--- src/rtl/ictrl_ibuffer_noc_reader_if.sv ---
// NoC read port towards the ibuffer arbiter plus the outgoing instruction stream.
// master = burst reader, slave = arbiter/stream sink.
interface ictrl_ibuffer_noc_reader_if #(
   parameter int DATA_WIDTH = 128,
   parameter int MEM_AW     = 15
);
   logic                  rd_cen;
   logic                  rd_wen;
   logic                  rd_ready;
   logic [MEM_AW-1:0]     rd_addr;
   logic [DATA_WIDTH-1:0] rd_rdata;
   logic                  rd_rvalid;
   logic                  rd_rready;
   logic                  out_valid;
   logic [DATA_WIDTH-1:0] out_data;
   logic                  out_last;
   logic                  out_ready;

   modport master (
      output rd_cen, rd_wen, rd_addr, rd_rready, out_valid, out_data, out_last,
      input  rd_ready, rd_rdata, rd_rvalid, out_ready
   );

   modport slave (
      input  rd_cen, rd_wen, rd_addr, rd_rready, out_valid, out_data, out_last,
      output rd_ready, rd_rdata, rd_rvalid, out_ready
   );
endinterface

--- src/rtl/ictrl_ibuffer_noc_reader.sv ---
// Burst reader: turns one start command into credit-limited ibuffer reads and
// streams the returned words out through a small FIFO with a last-beat flag.
module ictrl_ibuffer_noc_reader #(
   parameter int DATA_WIDTH = 128,
   parameter int MEM_AW     = 15,
   parameter int LEN_W      = 16,
   parameter int FIFO_DEPTH = 4
) (
   input  logic                    clk,
   input  logic                    rst_n,
   input  logic                    start,
   input  logic [MEM_AW-1:0]       base_addr,
   input  logic [LEN_W-1:0]        length,
   output logic                    busy,
   output logic                    done,
   ictrl_ibuffer_noc_reader_if.master bus
);
   localparam int PW = $clog2(FIFO_DEPTH);
   localparam int CW = PW + 1;
   localparam logic [CW-1:0]    CNT_ZERO  = {CW{1'b0}};
   localparam logic [CW-1:0]    CNT_ONE   = CW'(1);
   localparam logic [CW-1:0]    CNT_DEPTH = CW'(FIFO_DEPTH);
   localparam logic [CW:0]      OCC_DEPTH = (CW+1)'(FIFO_DEPTH);
   localparam logic [PW-1:0]    PTR_ONE   = PW'(1);
   localparam logic [LEN_W-1:0] LEN_ZERO  = {LEN_W{1'b0}};
   localparam logic [LEN_W-1:0] LEN_ONE   = LEN_W'(1);

   typedef enum logic [1:0] {IDLE = 2'd0, ISSUE = 2'd1, DRAIN = 2'd2, FIN = 2'd3} state_t;

   state_t                state_r, state_s;
   logic [MEM_AW-1:0]     base_r;
   logic [LEN_W-1:0]      len_r, issue_cnt_r, sent_cnt_r;
   logic [CW-1:0]         inflight_r, count_r;
   logic [PW-1:0]         wr_ptr_r, rd_ptr_r;
   logic [DATA_WIDTH-1:0] mem_r [FIFO_DEPTH];
   logic                  busy_r, done_r;
   logic                  accept_s, done_set_s, req_s, push_s, pop_s;
   logic                  is_last_s, final_pop_s, credit_s;
   logic [CW:0]           occupancy_s;

   // Every request already made plus every buffered word must fit in the FIFO.
   assign occupancy_s = {1'b0, inflight_r} + {1'b0, count_r};
   assign credit_s    = occupancy_s < OCC_DEPTH;

   assign bus.rd_cen    = (state_r == ISSUE) && (issue_cnt_r < len_r) && credit_s;
   assign bus.rd_wen    = 1'b0;
   assign bus.rd_addr   = base_r + MEM_AW'(issue_cnt_r);
   assign bus.rd_rready = (count_r != CNT_DEPTH);
   assign bus.out_valid = (count_r != CNT_ZERO);
   assign bus.out_data  = mem_r[rd_ptr_r];
   assign bus.out_last  = bus.out_valid && is_last_s;

   assign req_s       = bus.rd_cen && bus.rd_ready;
   // Returns with nothing outstanding are swallowed rather than buffered.
   assign push_s      = bus.rd_rvalid && bus.rd_rready && (inflight_r != CNT_ZERO);
   assign pop_s       = bus.out_valid && bus.out_ready;
   assign is_last_s   = (sent_cnt_r == (len_r - LEN_ONE));
   assign final_pop_s = pop_s && is_last_s;

   assign busy = busy_r;
   assign done = done_r;

   // Next-state decode; done_set_s schedules the done pulse for the following cycle.
   always_comb begin
      state_s    = state_r;
      accept_s   = 1'b0;
      done_set_s = 1'b0;
      case (state_r)
         IDLE: begin
            if (start) begin
               accept_s = 1'b1;
               state_s  = (length == LEN_ZERO) ? FIN : ISSUE;
            end else begin
               state_s = IDLE;
            end
         end
         ISSUE: begin
            if (final_pop_s) begin
               state_s    = FIN;
               done_set_s = 1'b1;
            end else if (issue_cnt_r == len_r) begin
               state_s = DRAIN;
            end else begin
               state_s = ISSUE;
            end
         end
         DRAIN: begin
            if (final_pop_s || (sent_cnt_r == len_r)) begin
               state_s    = FIN;
               done_set_s = 1'b1;
            end else begin
               state_s = DRAIN;
            end
         end
         FIN: begin
            // busy still high here only on the empty-burst path, whose pulse is still owed.
            done_set_s = busy_r;
            if (start && !busy_r) begin
               accept_s = 1'b1;
               state_s  = (length == LEN_ZERO) ? FIN : ISSUE;
            end else begin
               state_s = IDLE;
            end
         end
         default: begin
            state_s = IDLE;
         end
      endcase
   end

   // Control state, latched command and burst progress counters.
   always_ff @(posedge clk or negedge rst_n) begin
      if (!rst_n) begin
         state_r     <= IDLE;
         busy_r      <= 1'b0;
         done_r      <= 1'b0;
         base_r      <= {MEM_AW{1'b0}};
         len_r       <= LEN_ZERO;
         issue_cnt_r <= LEN_ZERO;
         sent_cnt_r  <= LEN_ZERO;
         inflight_r  <= CNT_ZERO;
      end else begin
         state_r <= state_s;
         busy_r  <= (state_s != IDLE) && !done_set_s;
         done_r  <= done_set_s;
         if (accept_s) begin
            base_r      <= base_addr;
            len_r       <= length;
            issue_cnt_r <= LEN_ZERO;
            sent_cnt_r  <= LEN_ZERO;
         end else begin
            if (req_s) issue_cnt_r <= issue_cnt_r + LEN_ONE;
            if (pop_s) sent_cnt_r <= sent_cnt_r + LEN_ONE;
         end
         case ({req_s, push_s})
            2'b10:   inflight_r <= inflight_r + CNT_ONE;
            2'b01:   inflight_r <= inflight_r - CNT_ONE;
            default: inflight_r <= inflight_r;
         endcase
      end
   end

   // Return FIFO: storage, pointers and occupancy.
   always_ff @(posedge clk or negedge rst_n) begin
      if (!rst_n) begin
         for (int i = 0; i < FIFO_DEPTH; i++) mem_r[i] <= {DATA_WIDTH{1'b0}};
         wr_ptr_r <= {PW{1'b0}};
         rd_ptr_r <= {PW{1'b0}};
         count_r  <= CNT_ZERO;
      end else begin
         if (push_s) begin
            mem_r[wr_ptr_r] <= bus.rd_rdata;
            wr_ptr_r        <= wr_ptr_r + PTR_ONE;
         end
         if (pop_s) rd_ptr_r <= rd_ptr_r + PTR_ONE;
         case ({push_s, pop_s})
            2'b10:   count_r <= count_r + CNT_ONE;
            2'b01:   count_r <= count_r - CNT_ONE;
            default: count_r <= count_r;
         endcase
      end
   end
endmodule

--- src/flat_wrapper.sv ---
// flat-port wrapper written by rule: the top's interface ports become plain ports
module ictrl_ibuffer_noc_reader_flat 
#(
   parameter int DATA_WIDTH = 128,
   parameter int MEM_AW     = 15,
   parameter int LEN_W      = 16,
   parameter int FIFO_DEPTH = 4
)
  (clk, rst_n, start, base_addr, length, busy, done, bus_rd_cen, bus_rd_wen, bus_rd_addr, bus_rd_rready, bus_out_valid, bus_out_data, bus_out_last, bus_rd_ready, bus_rd_rdata, bus_rd_rvalid, bus_out_ready);
  ictrl_ibuffer_noc_reader_if #(.DATA_WIDTH(DATA_WIDTH), .MEM_AW(MEM_AW)) bus_i ();
  input  logic clk;
  input  logic rst_n;
  input  logic start;
  input  logic [MEM_AW-1:0] base_addr;
  input  logic [LEN_W-1:0] length;
  output logic busy;
  output logic done;
  output wire logic [$bits(bus_i.rd_cen)-1:0] bus_rd_cen;
  output wire logic [$bits(bus_i.rd_wen)-1:0] bus_rd_wen;
  output wire logic [$bits(bus_i.rd_addr)-1:0] bus_rd_addr;
  output wire logic [$bits(bus_i.rd_rready)-1:0] bus_rd_rready;
  output wire logic [$bits(bus_i.out_valid)-1:0] bus_out_valid;
  output wire logic [$bits(bus_i.out_data)-1:0] bus_out_data;
  output wire logic [$bits(bus_i.out_last)-1:0] bus_out_last;
  input wire logic [$bits(bus_i.rd_ready)-1:0] bus_rd_ready;
  input wire logic [$bits(bus_i.rd_rdata)-1:0] bus_rd_rdata;
  input wire logic [$bits(bus_i.rd_rvalid)-1:0] bus_rd_rvalid;
  input wire logic [$bits(bus_i.out_ready)-1:0] bus_out_ready;
  assign bus_rd_cen = bus_i.rd_cen;
  assign bus_rd_wen = bus_i.rd_wen;
  assign bus_rd_addr = bus_i.rd_addr;
  assign bus_rd_rready = bus_i.rd_rready;
  assign bus_out_valid = bus_i.out_valid;
  assign bus_out_data = bus_i.out_data;
  assign bus_out_last = bus_i.out_last;
  assign bus_i.rd_ready = bus_rd_ready;
  assign bus_i.rd_rdata = bus_rd_rdata;
  assign bus_i.rd_rvalid = bus_rd_rvalid;
  assign bus_i.out_ready = bus_out_ready;
  ictrl_ibuffer_noc_reader #(.DATA_WIDTH(DATA_WIDTH), .MEM_AW(MEM_AW), .LEN_W(LEN_W), .FIFO_DEPTH(FIFO_DEPTH)) u_core (.clk(clk), .rst_n(rst_n), .start(start), .base_addr(base_addr), .length(length), .busy(busy), .done(done), .bus(bus_i));
endmodule
--- config.mk ---
export PLATFORM = sky130hd
export DESIGN_NAME = ictrl_ibuffer_noc_reader_flat
export DESIGN_NICKNAME = d
export VERILOG_FILES = /design/src/rtl/ictrl_ibuffer_noc_reader_if.sv /design/src/rtl/ictrl_ibuffer_noc_reader.sv /design/src/flat_wrapper.sv
export SDC_FILE = /design/constraint.sdc
export NUM_CORES = 1
export LEC_CHECK = 0
export BUFFER_PORTS_ARGS = -buffer_cell sky130_fd_sc_hd__buf_2
export CAP_MARGIN = 20
export CORE_ASPECT_RATIO = 1.1
export CORE_MARGIN = 3
export CORE_UTILIZATION = 44
export DETAILED_ROUTE_END_ITERATION = 16
export PLACE_DENSITY = 0.7
export SLEW_MARGIN = 30
export SYNTH_ARGS = -nofsm -noshare
export SYNTH_HDL_FRONTEND = slang
export SYNTH_SLANG_ARGS = --single-unit
--- constraint.sdc ---
create_clock -name clk -period 3.7 [get_ports clk]
set_clock_uncertainty 0.2 [all_clocks]
set_input_delay 0.37 -clock clk [delete_from_list [all_inputs] [get_ports clk]]
set_output_delay 0.37 -clock clk [all_outputs]
set_load 0.03 [all_outputs]
# ---- Yosys cells after proc, flatten, opt, wreduce, memory -nomap -nowiden
# Cells that the tools add are included.
dict set report classes {
  bitwise 2
  n_addsub 11
  magnitude_cmp 5
  n_mux 25
  reduce_logical 23
  n_eq_ne 11
}
# operator count
set op_table {}
lappend op_table {{512-bit bitwise mux} 1}
lappend op_table {{128-bit two-way mux} 3}
lappend op_table {{128-bit binary-select mux with 2-bit select} 1}
lappend op_table {{128-bit demux with 2-bit select} 1}
lappend op_table {{16-bit two-way mux} 4}
lappend op_table {{16-bit equality test} 3}
lappend op_table {{16-bit by 1-bit adder with 16-bit output, second input constant} 2}
lappend op_table {{16-bit zero test} 1}
lappend op_table {{16-bit < comparator} 1}
lappend op_table {{16-bit by 1-bit subtractor with 16-bit output, second input constant} 1}
lappend op_table {{15-bit adder} 1}
lappend op_table {{3-bit one-hot mux with 2 select lines} 2}
lappend op_table {{1-bit logical AND} 11}
lappend op_table {{2-bit two-way mux} 5}
lappend op_table {{2-bit nonzero test} 5}
lappend op_table {{2-bit equality test, second input constant} 4}
lappend op_table {{2-bit one-hot mux with 4 select lines} 1}
lappend op_table {{3-bit by 1-bit adder with 3-bit output, second input constant} 2}
lappend op_table {{2-bit by 1-bit equality test with 1-bit output, second input constant} 3}
lappend op_table {{3-bit >= comparator, second input constant} 2}
lappend op_table {{2-bit NOT with 3-bit output} 2}
lappend op_table {{3-bit nonzero test} 2}
lappend op_table {{3-bit by 1-bit subtractor with 3-bit output, second input constant} 2}
lappend op_table {{1-bit two-way mux} 5}
lappend op_table {{10 further kinds} 12}
dict set report word_totals {
  word_cells 92
  register_bits 589
  inputBits 165
  out_inout_bits 150
}

# ---- Logic depth before layout (Yosys ltp)
dict set report depth {
  depth_word 8
  depth_mapped 17
  depth_no_buf 16
}

# ---- Worst setup path before layout
# Ideal clock, no wire load.
dict set report synth_path {
  path_type {register to register}
  from {register u_core.len_r[9]}
  to {register u_core.inflight_r[1]}
  arrival_time_ns 3.081
  path_stages_with_launch 16
  required_time_ns 3.417
  slack_ns 0.337
  setup_time_ns 0.083
  synth_period_minus_slack_ns 3.363
  path_buffers 1
  path_cell_list {dfrtp_1 inv_1 ha_1 a21o_1 a21o_1 a21o_1 a21oi_1 nor2_1 or3_1 clkbuf_1 inv_1 nand2_1 ha_1 inv_1 fa_1 o21ai_0}
}
dict set report synth_between {
  elab_chain_cells 6
  word_cells_on_any_way 8
  cone_classes {order compare: 1; eq/ne: 2; mux: 1; reduce/logical: 4}
}
# item line
set synth_lines {}
lappend synth_lines {{start, declared} ictrl_ibuffer_noc_reader.sv:32} ;# logic [LEN_W-1:0] len_r, issue_cnt_r, sent_cnt_r;
lappend synth_lines {{start signal, assigned} ictrl_ibuffer_noc_reader.sv:128} ;# len_r <= length;
lappend synth_lines {{16-bit < comparator (*)} ictrl_ibuffer_noc_reader.sv:45} ;# assign bus.rd_cen = (state_r == ISSUE) && (issue_cnt_r < len_r) && credit_s;
lappend synth_lines {{1-bit logical AND (*) (2 in series)} ictrl_ibuffer_noc_reader.sv:45}
lappend synth_lines {{net bus_rd_cen} flat_wrapper.sv:18} ;# output wire logic [$bits(bus_i.rd_cen)-1:0] bus_rd_cen;
lappend synth_lines {{1-bit logical AND (*)} ictrl_ibuffer_noc_reader.sv:53} ;# assign req_s = bus.rd_cen && bus.rd_ready;
lappend synth_lines {{2-bit by 1-bit equality test with 1-bit output or 2-bit equality test (tied branches)} ictrl_ibuffer_noc_reader.sv:135} ;# case ({req_s, push_s})
lappend synth_lines {{3-bit one-hot mux with 2 select lines or 2-bit nonzero test (tied branches)} n/a}
lappend synth_lines {{end signal, assigned} ictrl_ibuffer_noc_reader.sv:136} ;# 2'b10: inflight_r <= inflight_r + CNT_ONE;
lappend synth_lines {{end signal, assigned} ictrl_ibuffer_noc_reader.sv:137} ;# 2'b01: inflight_r <= inflight_r - CNT_ONE;
lappend synth_lines {{end signal, assigned} ictrl_ibuffer_noc_reader.sv:138} ;# default: inflight_r <= inflight_r;
lappend synth_lines {{end, declared} ictrl_ibuffer_noc_reader.sv:33} ;# logic [CW-1:0] inflight_r, count_r;
# The timed path passes the listed nets; every way through them passes the cells marked *.
# A chain may end at the register's enable or synchronous reset.

# ---- Worst setup path in the final report
dict set report layout_path {
  from {register u_core.issue_cnt_r[0]}
  to {output port bus_rd_addr[14]}
}
dict set report layout_between {
  elab_chain_cells 1
}
# item line
set layout_lines {}
lappend layout_lines {{start, declared} ictrl_ibuffer_noc_reader.sv:32}
lappend layout_lines {{start signal, assigned} ictrl_ibuffer_noc_reader.sv:132} ;# if (req_s) issue_cnt_r <= issue_cnt_r + LEN_ONE;
lappend layout_lines {{15-bit adder} ictrl_ibuffer_noc_reader.sv:47} ;# assign bus.rd_addr = base_r + MEM_AW'(issue_cnt_r);
lappend layout_lines {{end, declared} flat_wrapper.sv:20} ;# output wire logic [$bits(bus_i.rd_addr)-1:0] bus_rd_addr;
# No other way between the ends.

==> results.sh <==
export IMPL_wl_per_cell_um=20.9
export IMPL_clk_pin_slew_ps=60
export IMPL_grt_first_pass_wirelength_um=108000
export IMPL_crit_type="flip-flop to output pin"
export IMPL_cp_max_fo=2
export IMPL_final_nets=2565
export IMPL_power_density_nw_per_um2=989
export IMPL_regArea_um2=14800
export IMPL_synth_seq_cells=589
export IMPL_worstPathRequired_ps=3130
export IMPL_rows=95
export IMPL_synthCells=1860
export IMPL_io_pins=315
export IMPL_die_w_um=243
export IMPL_tns_ps=-149
export IMPL_worstPathArrival_ps=3280
export IMPL_area_delta_synth_final_pct=25.0
export IMPL_min_path_type="primary input to asynchronous set/reset pin"
export IMPL_timing_hold_ws_ps=178
export IMPL_crit_family="compound AO/OA/AOI/OAI gates"
export IMPL_cts_tree="done"
export IMPL_gp_congestion=0.897
export IMPL_htree_levels=2
export IMPL_clock_path_buffers=3
export IMPL_initial_core_util_pct=44.5
export IMPL_syn_num_nets=2074
export IMPL_synth_ff_type="dfrtp_1"
export IMPL_endpoint_kind="output pin"
export IMPL_first_iter_violations=881
export IMPL_finalInstanceArea_um2=34000
export IMPL_ant_nets=0
export IMPL_grt_max_degree=101
export IMPL_cts_root_buf="clkbuf_16"
export IMPL_fin_util_pct=55.6
export IMPL_fin_crit_ps=3850
export IMPL_max_cap_violations=0
export IMPL_fillers=4905
export IMPL_finalCritPeriodShare_pct=104
export IMPL_failed_checks="setup timing"
export IMPL_crit_path_max_incr_delay_ps=440
export IMPL_dp_slack_ps=184
export IMPL_ys_seq_area_share_pct=54.1
export IMPL_die_height_um=267
export IMPL_setup_violations=1
export IMPL_fin_cells=3226
export IMPL_async_reset_ff_share_pct=100
export IMPL_wl_um=67400
export IMPL_critPathSlowestCell="or4_4"
export IMPL_drcViolationCount=0
export IMPL_path_buf_inv=2
export IMPL_clkLatencyLatePin_ps=610
export IMPL_finalPower_mw=33.7
export IMPL_multi_input_area_um2=12000
export IMPL_grt_util_all_layers_pct=20.7
export IMPL_rsz0062_at_grt="true"
export IMPL_status="finished, violations left"
export IMPL_yosysUniqueCellTypes=71
export IMPL_cts_sinks=589
export IMPL_dpl_cell_area_um2=30000
export IMPL_synth_edf_count=0
export IMPL_grt_overflow=0
export IMPL_first_pass_iters=5
export IMPL_place_inst=2929
export IMPL_hold_violations=0
export IMPL_core_area_um2=61200
export IMPL_start_kind="flip-flop"
export IMPL_worst_slew_pin_transition_ps=820
export IMPL_drive_above_1_share_pct=48.2
export IMPL_port_buffers=313
export IMPL_ys_warn_count=0
export IMPL_fmax_mhz=260
export IMPL_grt_pass1_vias=19500
export IMPL_finalMaxSlewViolations=0
export IMPL_dpl_hpwl_um=43300
export IMPL_via_count=17700
export IMPL_antenna_found_initial=4
export IMPL_mostFrequentLayoutCells="dfrtp_1 (583), mux2_2 (512), buf_2 (308)"
export IMPL_postSynthAreaPerCell_um2=14.6
export IMPL_slew_headroom_pct=45.4
export IMPL_dieArea_um2=64900
export IMPL_path_cells="ha_2, inv_2, fa_2, nor2b_2, o21ai_2, a21boi_2, o41ai_2, o21ai_1, or4_4, a2111o_1, o211a_1, buf_6"
export IMPL_worst_slack_ps=-149
export IMPL_vias_per_cell=5.48
export IMPL_final_common_cell="dfrtp_1"
export IMPL_vdd_drop_max_mv=0.639
export IMPL_cts_buffers=61
export IMPL_cellLeakagePower_nw=15.1
export IMPL_synth_area_um2=27200
-- final timing paths --
kind	from	end	slack, ps	cells past startpoint
worst max-delay path	u_core.issue_cnt_r[0]$_DFFE_PN0P_	bus_rd_addr[14]	-150	12
worst min-delay path	rst_n	u_core.mem_r[78]$_DFFE_PN0P_	180	2
worst max register to register	u_core.len_r[1]$_DFFE_PN0P_	u_core.inflight_r[2]$_DFFE_PN0P_	240	18
worst min register to register	u_core.base_r[13]$_DFFE_PN0P_	u_core.base_r[13]$_DFFE_PN0P_	290	2
max in group asynchronous	rst_n	u_core.mem_r[153]$_DFFE_PN0P_	2000	3
min in group clk	bus_out_ready	u_core.rd_ptr_r[0]$_DFFE_PN0P_	230	3
-- state kept, by name, summed over array words and instances (netlist names), 3 cells and up --
name and cells:
u_core.count_r 3, u_core.mem_r 512, u_core.len_r 16, u_core.sent_cnt_r 16, u_core.base_r 15, u_core.inflight_r 3
u_core.issue_cnt_r 16
-- where the power goes --
part	switching, mW	internal (mW)
Combinational	8.47	7.36
Clock	2.59	3.84
Sequential	1.81	9.61
-- final cells by class --
type,count,area share (%)
Multi-Input combinational cell,1117,35.4
Tap cell,824,3.03
Inverter,45,0.496
Clock buffer,84,5.09
Clock inverter,27,1.16
Timing Repair Buffer,537,11.5
Antenna cell,3,0.0221
Sequential cell,589,43.4
-- synthesized netlist by cell type (3+ instances only) --
cell type,number,area share [%]
o311ai_0,7,0.23
mux4_2,128,11
and3_1,12,0.28
dfrtp_1,589,54
a21o_1,5,0.14
mux2i_1,3,0.11
inv_1,45,0.62
nand2b_1,7,0.16
or3_1,7,0.16
nor3_1,15,0.28
o41ai_1,10,0.32
nor2_1,39,0.54
a21oi_1,20,0.37
clkbuf_1,86,1.2
and4_1,4,0.13
buf_1,19,0.26
o21ai_1,4,0.074
nand2_1,98,1.4
ha_1,46,2.1
nor4_1,8,0.18
mux2_2,512,21
xor2_1,22,0.71
a31oi_1,3,0.069
xnor2_1,37,1.2
nand3_1,17,0.31
o21a_1,6,0.17
fa_1,3,0.22
or4_1,4,0.11
o21ai_0,32,0.59
nand4_1,19,0.44
nor2b_1,4,0.092
-- logic make-up after synthesis --
group / Yosys count / share of synthesized area, %
mux: 643 / 31.9
flops: 589 / 54.1
simple gates: 251 / 4.68
buf+inv: 154 / 2.18
compound gates: 114 / 2.87
xor+xnor: 59 / 1.90
fa+ha+maj: 49 / 2.33
other cells: 1 / 0.0138
-- per-layer routing --
layer | vias to the layer above | track usage [%] | wire [um]
met4 | 4 | 7.41 | 2360
met3 | 142 | 4.21 | 3250
met1 | 9238 | 25.6 | 27500
met5 | - | 0 | 27
met2 | 427 | 36.3 | 34200
li1 | 7871 | - | -
-- repair_timing --
action                                 in CTS  in global routing
setup buffers                              13                  8
hold buffers                              162                  0
endpoints found under the hold margin     627                  0
gates resized for setup                    21                 12
setup endpoints to repair                   5                  6
pin swaps                                  11                  9
Power figures use the tool's default switching activity.
